--- src/rtl/uart_tx_scheduler_pkg.sv ---
// rtl/uart_tx_scheduler_pkg.sv - shared types, constants and index helper for the UART TX scheduler
//
// Purpose : FSM state encoding, grant index width, and a modulo-N index helper
//           used by both the scheduler and its round-robin arbiter.
// Contents: GRANT_W   - width of a requester index (covers up to 8 sources)
//           state_e   - scheduler FSM states
//           wrap_idx  - (base + off) mod n for base, off < n

package uart_tx_scheduler_pkg;

    localparam int GRANT_W = 3;

    typedef enum logic [2:0] {
        ST_IDLE      = 3'd0,
        ST_ISSUE     = 3'd1,
        ST_WAIT_RISE = 3'd2,
        ST_WAIT_FALL = 3'd3,
        ST_HOLD      = 3'd4
    } state_e;

    // Both operands are below n, so a single conditional subtract is a full modulo.
    function automatic logic [GRANT_W-1:0] wrap_idx(
        input logic [GRANT_W-1:0] base,
        input logic [GRANT_W-1:0] off,
        input int                 n
    );
        logic [GRANT_W:0] sum;
        sum = {1'b0, base} + {1'b0, off};
        if (sum >= (GRANT_W+1)'(n)) begin
            sum = sum - (GRANT_W+1)'(n);
        end
        return sum[GRANT_W-1:0];
    endfunction

endpackage

--- src/rtl/uart_tx_scheduler_rr_arbiter.sv ---
// rtl/uart_tx_scheduler_rr_arbiter.sv - combinational round-robin winner select
//
// Purpose : picks the first requesting index at or after rr_ptr, wrapping mod N_REQ.
// Ports   : req      in  N_REQ    request vector
//           rr_ptr   in  GRANT_W  highest-priority index this round
//           winner   out GRANT_W  selected index (rr_ptr when nothing requests)
//           any_req  out 1        at least one request present

module rr_arbiter
    import uart_tx_scheduler_pkg::*;
#(
    parameter int N_REQ = 4
) (
    input  logic [N_REQ-1:0]   req,
    input  logic [GRANT_W-1:0] rr_ptr,
    output logic [GRANT_W-1:0] winner,
    output logic               any_req
);

    logic [7:0] req_ext;

    assign req_ext = 8'(req);
    assign any_req = |req;

    // Walk offsets from farthest to nearest so the nearest hit is written last and wins.
    always_comb begin
        winner = rr_ptr;
        for (int k = N_REQ - 1; k >= 0; k--) begin
            if (req_ext[wrap_idx(rr_ptr, GRANT_W'(k), N_REQ)]) begin
                winner = wrap_idx(rr_ptr, GRANT_W'(k), N_REQ);
            end
        end
    end

endmodule

--- src/rtl/uart_tx_scheduler.sv ---
// rtl/uart_tx_scheduler.sv - round-robin sharing of one UART transmitter among N_REQ byte sources
//
// Purpose : grants the transmitter to one source per packet, sequences each byte as
//           wr_en -> tx_busy rise -> tx_busy fall, and releases on last byte, burst
//           limit, or idle timeout.
// Ports   : clk_50m       in  1        system clock
//           rst_n         in  1        asynchronous reset, active-low
//           req_valid     in  N_REQ    source i offers a byte
//           req_data      in  8*N_REQ  byte of source i at [8i+7:8i]
//           req_last      in  N_REQ    offered byte ends the packet
//           req_ready     out N_REQ    one-hot accept, high during ISSUE only
//           uart_din      out 8        byte to transmitter, held until release
//           uart_wr_en    out 1        one-cycle write strobe
//           uart_tx_busy  in  1        transmitter busy
//           grant_active  out 1        a source owns the transmitter
//           grant_id      out 3        owning source index
//           err_lost      out 1        pulse: tx_busy never rose, byte dropped

module uart_tx_scheduler
    import uart_tx_scheduler_pkg::*;
#(
    parameter int N_REQ     = 4,
    parameter int MAX_BURST = 16,
    parameter int HOLD_TMO  = 255,
    parameter int BUSY_TMO  = 8
) (
    input  logic                 clk_50m,
    input  logic                 rst_n,
    input  logic [N_REQ-1:0]     req_valid,
    input  logic [8*N_REQ-1:0]   req_data,
    input  logic [N_REQ-1:0]     req_last,
    output logic [N_REQ-1:0]     req_ready,
    output logic [7:0]           uart_din,
    output logic                 uart_wr_en,
    input  logic                 uart_tx_busy,
    output logic                 grant_active,
    output logic [GRANT_W-1:0]   grant_id,
    output logic                 err_lost
);

    state_e               state_q, state_d;
    logic [GRANT_W-1:0]   rr_ptr_q, rr_ptr_d;
    logic [GRANT_W-1:0]   grant_id_q, grant_id_d;
    logic [7:0]           burst_cnt_q, burst_cnt_d;
    logic [7:0]           tmo_cnt_q, tmo_cnt_d;
    logic                 last_flag_q, last_flag_d;
    logic [7:0]           din_q, din_d;
    logic                 wr_en_q, wr_en_d;
    logic                 active_q, active_d;
    logic                 err_q, err_d;

    logic [GRANT_W-1:0]   winner;
    logic                 any_req;
    logic                 byte_done;
    logic                 release_grant;

    // Pad per-source signals to 8 entries so a GRANT_W-bit index always selects in range.
    logic [7:0]           data_arr [8];
    logic [7:0]           valid_ext;
    logic [7:0]           last_ext;

    for (genvar g = 0; g < 8; g++) begin : g_unpack
        if (g < N_REQ) begin : g_live
            assign data_arr[g]  = req_data[8*g +: 8];
            assign valid_ext[g] = req_valid[g];
            assign last_ext[g]  = req_last[g];
        end else begin : g_pad
            assign data_arr[g]  = 8'h00;
            assign valid_ext[g] = 1'b0;
            assign last_ext[g]  = 1'b0;
        end
    end

    rr_arbiter #(
        .N_REQ (N_REQ)
    ) u_arb (
        .req     (req_valid),
        .rr_ptr  (rr_ptr_q),
        .winner  (winner),
        .any_req (any_req)
    );

    always_ff @(posedge clk_50m or negedge rst_n) begin
        if (!rst_n) begin
            state_q     <= ST_IDLE;
            rr_ptr_q    <= '0;
            grant_id_q  <= '0;
            burst_cnt_q <= '0;
            tmo_cnt_q   <= '0;
            last_flag_q <= 1'b0;
            din_q       <= '0;
            wr_en_q     <= 1'b0;
            active_q    <= 1'b0;
            err_q       <= 1'b0;
        end else begin
            state_q     <= state_d;
            rr_ptr_q    <= rr_ptr_d;
            grant_id_q  <= grant_id_d;
            burst_cnt_q <= burst_cnt_d;
            tmo_cnt_q   <= tmo_cnt_d;
            last_flag_q <= last_flag_d;
            din_q       <= din_d;
            wr_en_q     <= wr_en_d;
            active_q    <= active_d;
            err_q       <= err_d;
        end
    end

    always_comb begin
        state_d       = state_q;
        rr_ptr_d      = rr_ptr_q;
        grant_id_d    = grant_id_q;
        burst_cnt_d   = burst_cnt_q;
        tmo_cnt_d     = tmo_cnt_q;
        last_flag_d   = last_flag_q;
        din_d         = din_q;
        err_d         = 1'b0;
        byte_done     = 1'b0;
        release_grant = 1'b0;

        unique case (state_q)
            ST_IDLE: begin
                // A busy transmitter here belongs to someone else; defer arbitration.
                if (any_req && !uart_tx_busy) begin
                    grant_id_d  = winner;
                    burst_cnt_d = '0;
                    state_d     = ST_ISSUE;
                end
            end
            ST_ISSUE: begin
                last_flag_d = last_ext[grant_id_q] |
                              ((burst_cnt_q + 8'd1) == 8'(MAX_BURST));
                burst_cnt_d = burst_cnt_q + 8'd1;
                tmo_cnt_d   = '0;
                state_d     = ST_WAIT_RISE;
            end
            ST_WAIT_RISE: begin
                if (uart_tx_busy) begin
                    state_d = ST_WAIT_FALL;
                end else begin
                    tmo_cnt_d = tmo_cnt_q + 8'd1;
                    // Transmitter never acknowledged: drop the byte and carry on as if it finished.
                    if (tmo_cnt_q == 8'(BUSY_TMO - 1)) begin
                        err_d     = 1'b1;
                        byte_done = 1'b1;
                    end
                end
            end
            ST_WAIT_FALL: begin
                if (!uart_tx_busy) begin
                    byte_done = 1'b1;
                end
            end
            ST_HOLD: begin
                if (valid_ext[grant_id_q] && !uart_tx_busy) begin
                    state_d = ST_ISSUE;
                end else if (tmo_cnt_q == 8'(HOLD_TMO - 1)) begin
                    release_grant = 1'b1;
                end else begin
                    tmo_cnt_d = tmo_cnt_q + 8'd1;
                end
            end
            default: begin
                state_d = ST_IDLE;
            end
        endcase

        if (byte_done) begin
            if (last_flag_q) begin
                release_grant = 1'b1;
            end else begin
                state_d   = ST_HOLD;
                tmo_cnt_d = '0;
            end
        end

        if (release_grant) begin
            state_d  = ST_IDLE;
            rr_ptr_d = wrap_idx(grant_id_q, GRANT_W'(1), N_REQ);
        end

        // Registered outputs are computed from the next state so they line up with it.
        wr_en_d  = (state_d == ST_ISSUE);
        active_d = (state_d != ST_IDLE);
        if (state_d == ST_ISSUE) begin
            din_d = data_arr[grant_id_d];
        end
    end

    always_comb begin
        req_ready = '0;
        for (int i = 0; i < N_REQ; i++) begin
            req_ready[i] = (state_q == ST_ISSUE) && (grant_id_q == GRANT_W'(i));
        end
    end

    assign uart_din     = din_q;
    assign uart_wr_en   = wr_en_q;
    assign grant_active = active_q;
    assign grant_id     = grant_id_q;
    assign err_lost     = err_q;

endmodule
--- config.mk ---
export PLATFORM = sky130hd
export DESIGN_NAME = uart_tx_scheduler
export DESIGN_NICKNAME = d
export VERILOG_FILES = /design/src/rtl/uart_tx_scheduler_pkg.sv /design/src/rtl/uart_tx_scheduler_rr_arbiter.sv /design/src/rtl/uart_tx_scheduler.sv
export SDC_FILE = /design/constraint.sdc
export NUM_CORES = 1
export LEC_CHECK = 0
export CAP_MARGIN = 20
export CELL_PAD_IN_SITES_DETAIL_PLACEMENT = 1
export CELL_PAD_IN_SITES_GLOBAL_PLACEMENT = 2
export CORE_UTILIZATION = 27
export DETAILED_ROUTE_END_ITERATION = 8
export PLACE_DENSITY_LB_ADDON = 0.1
export SLEW_MARGIN = 20
export SYNTH_ARGS = -nofsm -noshare
export SYNTH_HDL_FRONTEND = slang
export SYNTH_HIERARCHICAL = 1
export SYNTH_SLANG_ARGS = --single-unit
--- constraint.sdc ---
create_clock -name clk_50m -period 2.8 [get_ports clk_50m]
set_input_delay 0.56 -clock clk_50m [delete_from_list [all_inputs] [get_ports clk_50m]]
set_output_delay 0.56 -clock clk_50m [all_outputs]
set_load 0.02 [all_outputs]
Yosys cells after proc, flatten, opt, wreduce, memory -nomap -nowiden --
Cells that the tools add are included.
Operators by class: reduce and logical (&&, ||, !) cells 13, mux-type cells 51, add/subtract/negate cells 11, eq/ne operators 12, bitwise logic cells 2, order comparisons 11
Operators by type and width (number):
- two-way mux 8 bit | 8
- two-way mux 3 bit | 17
- binary-select mux 8 bit (select 3 bit) | 1
- case mux 8 bit (3 select lines) | 1
- less-than comparator 3 x 4 -> 1 bit, second input constant | 5
- binary-select mux 1 bit (select 3 bit) | 6
- adder 8 x 1 -> 8 bit, second input constant | 2
- >= comparator 4 x 3 -> 1 bit, second input constant | 4
- case mux 8 bit (2 select lines) | 1
- two-way mux 1 bit | 15
- case mux 3 bit (5 select lines) | 1
- subtractor 3 bit, second input constant | 5
- equality test 3 x 2 -> 1 bit, second input constant | 4
- equality test 3 x 1 -> 1 bit, second input constant | 3
- adder 3 x 1 -> 4 bit, second input constant | 2
- adder 3 x 2 -> 4 bit, second input constant | 2
- equality test 8 x 3 -> 1 bit, second input constant | 1
- equality test 8 x 5 -> 1 bit, second input constant | 1
- equality test 8 bit, second input constant | 1
- logical AND 1 bit | 6
- logical NOT 3 bit | 2
- >= comparator 4 bit, second input constant | 1
- inverter 3 -> 4 bit | 1
- OR reduction 4 bit | 1
- other kinds (9) | 9
Storage, ports and cells: logic and storage cells 110, input port bits 43, flip-flop bits (word level) 37, output and inout port bits 18

Logic depth before layout (Yosys ltp) --
Gate-level depths: netlist of the first run.
depth after elaboration 15, mapped depth 13, gate-level depth less buffers 11

Hierarchy --
Netlist of the first run, hierarchy kept.
By module, submodules not included:
- uart_tx_scheduler | cells an instance 285, instances 1, area an instance 2508.7 um2, sequential area each 925.9 um2
- rr_arbiter | cells an instance 41, instances 1, area an instance 319.1 um2, sequential area each 0.0 um2

Worst setup path before layout of the first run --
Ideal clock, no wire load.
path kind flip-flop to flip-flop, from register rr_ptr_q[1], to register din_q[4], in the netlist uart_din[4], cell stages (with the launch flop) 12, slack 0.164 ns, path buffers 2, period minus slack after synthesis 2.636 ns, arrival time 2.514 ns, data required time 2.678 ns, library setup time 0.122 ns, cell sequence dfrtp_1 -> buf_2 -> inv_1 -> ha_1 -> a21oi_1 -> or3b_1 -> a41oi_2 -> o311a_1 -> and3_1 -> buf_2 -> o311ai_0 -> a32o_1
Between the ends: cells in the longest elaborated chain, start to end 15, elaborated cells on any way between the ends 33, those cells by class add/sub (7); order compare (4); mux (21); bitwise (1)
Ends and longest elaborated chain:
- start: declaration | RTL line uart_tx_scheduler.sv:42 | logic [GRANT_W-1:0] rr_ptr_q, rr_ptr_d;
- start signal: assignment | RTL line uart_tx_scheduler.sv:97 | rr_ptr_q <= rr_ptr_d;
- adder 3 x 2 -> 4 bit | RTL line uart_tx_scheduler_pkg.sv:28 | sum = {1'b0, base} + {1'b0, off};
- >= comparator 4 x 3 -> 1 bit or subtractor 3 bit (tied branches) | RTL line uart_tx_scheduler_pkg.sv:29, uart_tx_scheduler_pkg.sv:30
- two-way mux 3 bit | RTL line uart_tx_scheduler_pkg.sv:29 | if (sum >= (GRANT_W+1)'(n)) begin
- binary-select mux 1 bit (select 3 bit) | RTL line uart_tx_scheduler_rr_arbiter.sv:29 | if (req_ext[wrap_idx(rr_ptr, GRANT_W'(k), N_REQ)]) begin
- two-way mux 1 bit (not written as such) | RTL line uart_tx_scheduler_rr_arbiter.sv:29
- two-way mux 3 bit (3 in series) | RTL line uart_tx_scheduler_rr_arbiter.sv:29
- two-way mux 3 bit (*) | RTL line uart_tx_scheduler_rr_arbiter.sv:29
- named net winner[1] | RTL line uart_tx_scheduler.sv:52 | logic [GRANT_W-1:0] winner;
- two-way mux 3 bit (*) | RTL line uart_tx_scheduler.sv:124 | if (any_req && !uart_tx_busy) begin
- two-way mux 3 bit (*) | RTL line uart_tx_scheduler.sv:121 | unique case (state_q)
- inverter 3 -> 4 bit (not written as such) (*) | RTL line uart_tx_scheduler.sv:186 | din_d = data_arr[grant_id_d];
- binary-select mux 8 bit (select 3 bit) (*) | RTL line uart_tx_scheduler.sv:186
- two-way mux 8 bit (not written as such) (*) (2 in series) | RTL line uart_tx_scheduler.sv:186
- end signal: assignment | RTL line uart_tx_scheduler.sv:102 | din_q <= din_d;
- end: declaration | RTL line uart_tx_scheduler.sv:47 | logic [7:0] din_q, din_d;
Mark *: on every way through the listed nets, which the timed path passes. The rest lies on a longest branch. The select of a mux whose other input is x is not followed. A chain may end at the register's enable or synchronous reset.

Worst setup path after layout of the first run --
from register rr_ptr_q[0], to register din_q[7], in the netlist uart_din[7]
Same word-level chain as after synthesis.

==> results.txt, run 1 <==
The flow ran to the end, and the final reports show no timing, DRC or antenna violations. The number of buffers between clock root and the deepest sink came out at 2. The growth of design area from synthesis to finish came out at 45.44%. The maximum fanout along the worst path came out at 16.

The static leakage is 1.727 nW. Clock-pin slew was measured on the worst setup and hold paths at approximately 90 ps. The number of pins exceeding their max-slew limit in the final report came out at 0. The die width is around 100 um. The pin slew with the least headroom to its limit is ~900 ps.

The number of enable-type register cells in the synthesized netlist is 0. The antenna cell count is 0. The total number of nets in the final design is roughly 470. Measured against its own limit, the worst slew margin works out to 40.08%.

The area taken by multi-input logic gates is 0.001789 mm^2. Once layout is done, the placed cells without fillers occupy between 0.004 and 0.005 mm^2. The largest total area in the synthesized netlist belongs to dfrtp_1. The total overflow left after global routing is 0. The deepest level of the CTS H-tree came out at 2. The number of primary I/O pins is about 60. The clock buffer count from CTS is 5. The detailed-router iteration count before antenna repair came out at 4.

The netlist area before placement is approximately 0.0028 mm^2. The tightest min-delay check is of the in2async type. The pin count of the biggest net entering global routing came out at 38. VDD sags by at most about 0.32 mV.

The global-route total usage across every layer is 16.82%. The start-to-end type of the worst setup path is reg2reg. For this block, the routed nets add up to 9050 um of wire.

The post-detailed-route wirelength per cell came out at 16.37 um. The final routed DRC violation total is 0. The global-route wire length before repair came out at about 15000 um. The worst setup skew after layout came out at roughly 13 ps. The quantity of I/O buffers inserted on ports came out at 60. STA puts the critical path data required time at 2990 ps.

The sequential area share after synthesis is about a third. The worst hold slack across all endpoints came out at 394.8 ps. The core outline area came out at about 0.01 mm^2. The maximum achievable frequency came out at between 0.3 and 0.4 GHz.

The power density of the placed cells is a little over 900 mW/mm^2. The number of DRC markers after the initial detailed-route iteration is between 70 and 80. The via count of the first global-routing pass was a little under 3000.

The number of antenna violations at the first check in global routing is 0. CTS saw 37 sinks. The number of hold-slack violations in the final timing report came out at 0. The routability-driven placement congestion ratio is around 0.76.

The instance count of the mapped netlist is between 300 and 400. The vertical extent of the die came out at around 100 um. The starting utilization of the core area is around 28%. The area of the die came out at 0.01089 mm^2.

The area share of the leading cell type in the synthesized netlist is between 30% and 40%. Setup violations remaining at the end of the flow were counted as 0. The worst-skew pair later-pin latency came out at slightly below 300 ps. The count of vias placed by the detailed router came out at about 2900. The max-capacitance violation count is 0. The share of async-settable or async-resettable flops after synthesis is 100.0%. The count of different cell masters after synthesis came out at 66. The fraction of final layout cells sized beyond drive strength 1 is around a fifth.

The instance area at placement is around 0.0038 mm^2. The initialized floorplan defines 36 standard-cell rows. The post-layout utilization of the core is around two fifths.

The number of nets in the synthesized netlist came out at approximately 380. Across the whole layout, storage elements account for around 930 um^2. The via-per-instance ratio is about 5.2. The worst path needs between 2000 and 3000 ps of the cycle, external delays included. The placed wire-length estimate after detailed placement came out at 6599 um. For the worst setup path, the data arrival time is ~2900 ps. The count of nets left with antenna violations once routing finished came out at 0.

After synthesis, the mean cell area works out to between 8 and 9 um^2. The fraction of the cycle the final worst path needs is a little over nine tenths. The number of warning messages in the yosys log is 6. Fill cells in the final layout number around 1200. The kind of end point of the critical path is a register. The synthesized design contains 37 register bits. The worst setup path is launched from a register. By area the synthesized netlist is led by dfrtp_1, o21ai_0, ha_1. TritonCTS built the clock tree.

In the synthesized netlist the dominant register cell turns out to be dfrtp_1. The tree is rooted in a clkbuf_8.
[registers in the layout, summed over array words and instances (netlist names)]
signal	cells
err_lost	1
state_q	3
grant_id	3
rr_ptr_q	3
uart_wr_en	1
burst_cnt_q	8
uart_din	8
grant_active	1
last_flag_q	1
tmo_cnt_q	8
[critical path: stages (launching register included)]
cell and delay (ps):
dfrtp_1 360, buf_4 200, ha_1 170, nand3_1 100, a21oi_1 160, or3b_1 190, nand3_1 90, o311a_1 290
and3_4 170, clkbuf_16 170, o21ai_0 250, o311ai_2 140, a32o_1 270
[final cells by class]
class,count,area share [%]
repair inverters,1,0.1825
clock inverters,3,1.126
flip-flops and latches,37,22.54
well taps,133,4.046
clock buffers,5,1.673
multi-input cells,242,43.50
inverters,30,2.799
repair buffers,102,24.13
[synth_stat cells (3+ instances only)]
| cell | number |
|---|---|
| mux2i_1 | 5 |
| o22ai_1 | 3 |
| a32o_1 | 8 |
| o31ai_1 | 3 |
| nand4_1 | 6 |
| nand2b_1 | 6 |
| and2_1 | 5 |
| nor3_1 | 8 |
| and3_1 | 5 |
| mux2_2 | 5 |
| o311ai_0 | 4 |
| nor3b_1 | 3 |
| dfrtp_1 | 37 |
| o21ai_0 | 39 |
| nand2_1 | 18 |
| a41oi_1 | 3 |
| nor2_1 | 17 |
| a211oi_1 | 3 |
| ha_1 | 10 |
| clkbuf_1 | 10 |
| o311ai_1 | 12 |
| a31oi_1 | 4 |
| a21oi_1 | 10 |
| nand3_1 | 15 |
| a21o_1 | 3 |
| buf_2 | 5 |
| inv_1 | 28 |
| xnor2_1 | 3 |
[timing repair]
| action | in CTS | in global routing |
|---|---|---|
| pin swaps | 1 | 4 |
| buffers inserted | 0 | 5 |
| hold buffers | 0 | 0 |
| resized for setup | 1 | 25 |
| endpoints found under the setup margin | 1 | 12 |
| cloned | 0 | 3 |
[routing by layer]
layer | vias to the layer above | routed length (um) | track usage [%]
met3 | 2 | 320 | 3.070
met4 | 0 | 25 | 2.449
li1 | 1415 | - | -
met5 | - | 0 | 0
met2 | 54 | 4232 | 28.81
met1 | 1383 | 4473 | 22.30
[through the flow]
| step | total power, mW | setup TNS (ps) | std cells | setup slack [ps] |
|---|---|---|---|---|
| finish | 3.847 | 0 | 553 | 138.6 |
| global route | 4.156 | -1.495 | 553 | -1.495 |
| CTS | 3.637 | 0 | 545 | 20.04 |
| detailed placement | 3.125 | -2382 | 537 | -316.1 |
| global placement | 3.110 | -1889 | 537 | -246.3 |
| floorplan | 2.240 | 0 | 326 | 164.3 |
[layout by cell type (no fill, tap or decap), types with 5 or more instances in the layout]
master / count
nand3_1: 14
mux2_2: 5
inv_1: 28
o21ai_0: 34
clkdlybuf4s50_1: 55
a21oi_1: 10
buf_4: 36
clkbuf_8: 5
nand2b_1: 6
o311ai_1: 8
mux2i_1: 5
ha_1: 9
nor3_1: 8
nand2_1: 18
o21ai_1: 5
a32o_1: 7
nor2_1: 17
and2_1: 5
nand4_1: 6
dfrtp_1: 36
[kinds of logic (layout without fill, tap and decap cells)]
logic type,count (synthesis),after routing,synth area share (%)
DFF,37,37,32.74
buffers and inverters,48,141,7.124
xor gates and xnor gates,5,5,1.549
muxes,14,15,6.814
adders and majority gates,10,10,4.425
and+or+nand+nor,100,100,19.74
AOI/OAI and AO/OA,112,112,27.61
[power by group]
group / total [mW] / switching, mW / internal (mW)
combinational: 2.38 / 1.20 / 1.17
clock: 0.487 / 0.220 / 0.267
sequential: 0.982 / 0.267 / 0.715
total: 3.85 / 1.69 / 2.16
[final timing paths]
path	cells past startpoint	start	slack, ps	end
worst max-delay path	12	rr_ptr_q[0]	140	uart_din[7]
max in group asynchronous	1	rst_n	1790	state_q[0]
worst min register to register	1	uart_din[7]	510	uart_din[7]
worst min-delay path	1	rst_n	390	grant_id[0]
min in group clk_50m	1	uart_din[7]	510	uart_din[7]
worst max register to register	12	rr_ptr_q[0]	140	uart_din[7]
Note: power is estimated with default switching activity, not from simulation.
==> inputs of run 2 (changes only) <==
- MAX_ROUTING_LAYER: not set -> met4
- RECOVER_POWER: not set -> 25
==> results.txt, run 2 (same netlist as run 1, synthesis figures left out) <==
The combinational fraction of design power came out at 61.8%. The final count of negative-setup-slack endpoints is 0. The required time at the worst-slack endpoint is 2990 ps. The net switching power figure is ~1.7 mW. Measured along the x axis, the die boundary spans approximately 100 um. The relative max-transition margin is 38.94%. TritonCTS built the clock tree. The setup slack after layout is roughly 140 ps. After floorplanning, the core was sized to cover between 0.009 and 0.01 mm^2. The min-delay analysis places its worst path in the category in2async. The switching power as a share of total power is between 40 and 50%. The number of antenna violations at the first check in global routing came out at 0. The start-to-end type of the worst setup path is reg2reg. The H-tree generated during clock tree synthesis spans 2 levels.

Max-cap violations in this run came to 0. The routability-driven placement congestion ratio is around 0.77. The clock network is responsible for 12.7% of the overall power. The global-route total usage across every layer is approximately 17%.

The fraction of final layout cells sized beyond drive strength 1 is around 20%. The total number of nets in the final design came out at ~470. After detailed routing, the number of remaining DRC violations is 0.

The sequential cell fraction of total power came out at about a quarter. Static timing analysis puts the maximum clock frequency at around 0.38 GHz. The post-CTS clock slew at the launch and capture registers of the worst setup and hold paths is approximately 90 ps. The number of filler cells placed in the layout is approximately 1200. The signal on the critical path passes through buf_4, mux2_4, o22ai_1, a211o_1, nand3_1, o311a_1, and3_4, clkbuf_16, o21ai_0, o311ai_2, a32o_1. Summed over all cells, the static leakage comes to 1.727 nW. The area of the die came out at around 0.011 mm^2. Dividing the final minimum period by the clock period gives between 90 and 100%. The library cells used most frequently in the layout, excluding fill and tap cells, are clkdlybuf4s50_1, dfrtp_1, buf_4, o21ai_0, inv_1. The global-route wire length before repair is ~15000 um. In the routed layout, each cell is associated on average with a via count of a little over 5. The worst register-to-register path has a setup slack of roughly 140 ps. Leaving out fill and tap cells, the most frequent cell in the layout is clkdlybuf4s50_1. The growth of design area from synthesis to finish came out at 45.44%. The clock buffer count from CTS came out at 5.

The number of primary I/O pins is ~60. The remaining global-route overflow is 0. The final critical path time including I/O delays and setup came out at roughly 2700 ps. The worst hold slack across all endpoints is 401.2 ps. The pre-antenna-repair detailed-routing pass consisted of 4 iterations. The flow ran to the end, and the final reports show no timing, DRC or antenna violations. The peak supply drop came out at approximately 0.32 mV. The worst-skew pair later-pin latency came out at 290 ps. The worst reg-to-reg path cell count came out at 11. The pin slew with the least headroom to its limit is slightly above 900 ps. The root buffer cell chosen for the clock tree is clkbuf_8. Once detailed placement completed, the half-perimeter wirelength came to around 6600 um.

After detailed routing, the average wire length per cell comes to ~16 um. The final route contains between 2000 and 3000 vias. The kind of end point of the critical path is a register. The pin count of the biggest net entering global routing came out at 38. The via count of the first global-routing pass is between 2000 and 3000.

The pre-CTS worst setup slack came out at -316.1 ps. The internal power of the cells totals 2.155 mW. The total wire length came out at approximately 9100 um.

The row count came out at 36. The quantity of I/O buffers inserted on ports came out at 60. The number of antenna diodes in the final layout is 0. The remaining number of nets flagged by the antenna check after routing came out at 0. The most critical setup path has its startpoint at rr_ptr_q[0].

The largest individual stage delay along the critical path comes from the cell dfrtp_1. The die is between 100 and 150 um tall. The number of hold buffers added after cts is 0. The arrival time at the worst endpoint is between 2000 and 3000 ps. The number of buffers between clock root and the deepest sink came out at 2. In this run the critical register-to-register path is captured at uart_din[7].

Counting every sink on the clock net gives 37. The worst setup path is launched from a register. The maximum fanout along the worst path is 16. The number of pins exceeding their max-slew limit in the final report came out at 0.

The worst setup skew after layout is between 10 and 15 ps. The number of hold-slack violations in the final timing report is 0. For this run, the slowest stage of the critical path takes about 390 ps. Once the floorplan was initialized, standard cells occupied 28.41% of the core. The power density of the placed cells is 935.4 mW/mm^2. In this run the critical register-to-register path is launched from rr_ptr_q[0]. The first routing iteration left slightly above 70 violations.
## run 2: power by group through the flow
stage | logic, mW | clock network (mW) | registers, mW
floorplan | 1.26 | 0 | 0.981
global placement | 2.12 | 0 | 0.988
detailed placement | 2.14 | 0 | 0.988
CTS | 2.16 | 0.502 | 0.979
global route | 2.61 | 0.524 | 1.02
finish | 2.38 | 0.488 | 0.981
## run 2: metrics by stage
| stage | setup TNS [ps] | std cells | utilization (%) | total power, mW | area, um^2 |
|---|---|---|---|---|---|
| detailed placement | -2382 | 537 | 38.39 | 3.125 | 3821 |
| finish | 0 | 553 | 41.31 | 3.847 | 4113 |
| CTS | 0 | 545 | 39.57 | 3.637 | 3939 |
| global placement | -1889 | 537 | 38.39 | 3.110 | 3821 |
| floorplan | 0 | 326 | - | 2.240 | 2828 |
| global route | -1.495 | 553 | 41.31 | 4.156 | 4113 |
## run 2: critical path: cells and delay by family, from the launching register on
family,cells,cell delay [ps]
AOI/OAI and AO/OA,6,1250
DFF,1,390
buffers and inverters,2,360
muxes,1,310
and+or+nand+nor,2,270
## run 2: cell type report
class / count / area (um^2) / area share (%)
Clock buffer: 5 / 68.82 / 1.673
Clock inverter: 3 / 46.29 / 1.126
Inverter: 30 / 115.1 / 2.799
Multi-Input combinational cell: 242 / 1789 / 43.50
Sequential cell: 37 / 927.1 / 22.54
Tap cell: 133 / 166.4 / 4.046
Timing Repair Buffer: 102 / 992.2 / 24.13
Timing Repair inverter: 1 / 7.507 / 0.1825
## run 2: worst max path at each step
| stage | cells past startpoint | endpoint | slack [ps] |
|---|---|---|---|
| after floorplan | 11 | uart_din[4] | 160 |
| after global placement | 11 | uart_din[3] | -250 |
| after detailed placement | 11 | uart_din[2] | -320 |
| after CTS | 10 | uart_din[2] | 20 |
| after global routing | 12 | uart_din[7] | -1 |
| final | 11 | uart_din[7] | 140 |
## run 2: repair_timing
item | 4_1_cts | 5_1_grt
resized for setup | 1 | 25
setup endpoints to repair | 1 | 12
pin swaps | 1 | 4
cloned | 0 | 3
setup buffers | 0 | 5
## run 2: routing by layer
layer | vias to the layer above | share of wire (%) | GRT usage [%]
met5 | - | 0 | -
met4 | 0 | 0.37 | 2.449
met3 | 4 | 3.2 | 2.820
met2 | 50 | 47 | 28.86
met1 | 1370 | 50 | 22.42
li1 | 1419 | - | -
==> inputs of run 3 (changes only) <==
- HOLD_SLACK_MARGIN: not set -> 0.02
==> results of run 3 <==
Same layout as run 2: the final DEF is identical, and so are final timing and power.
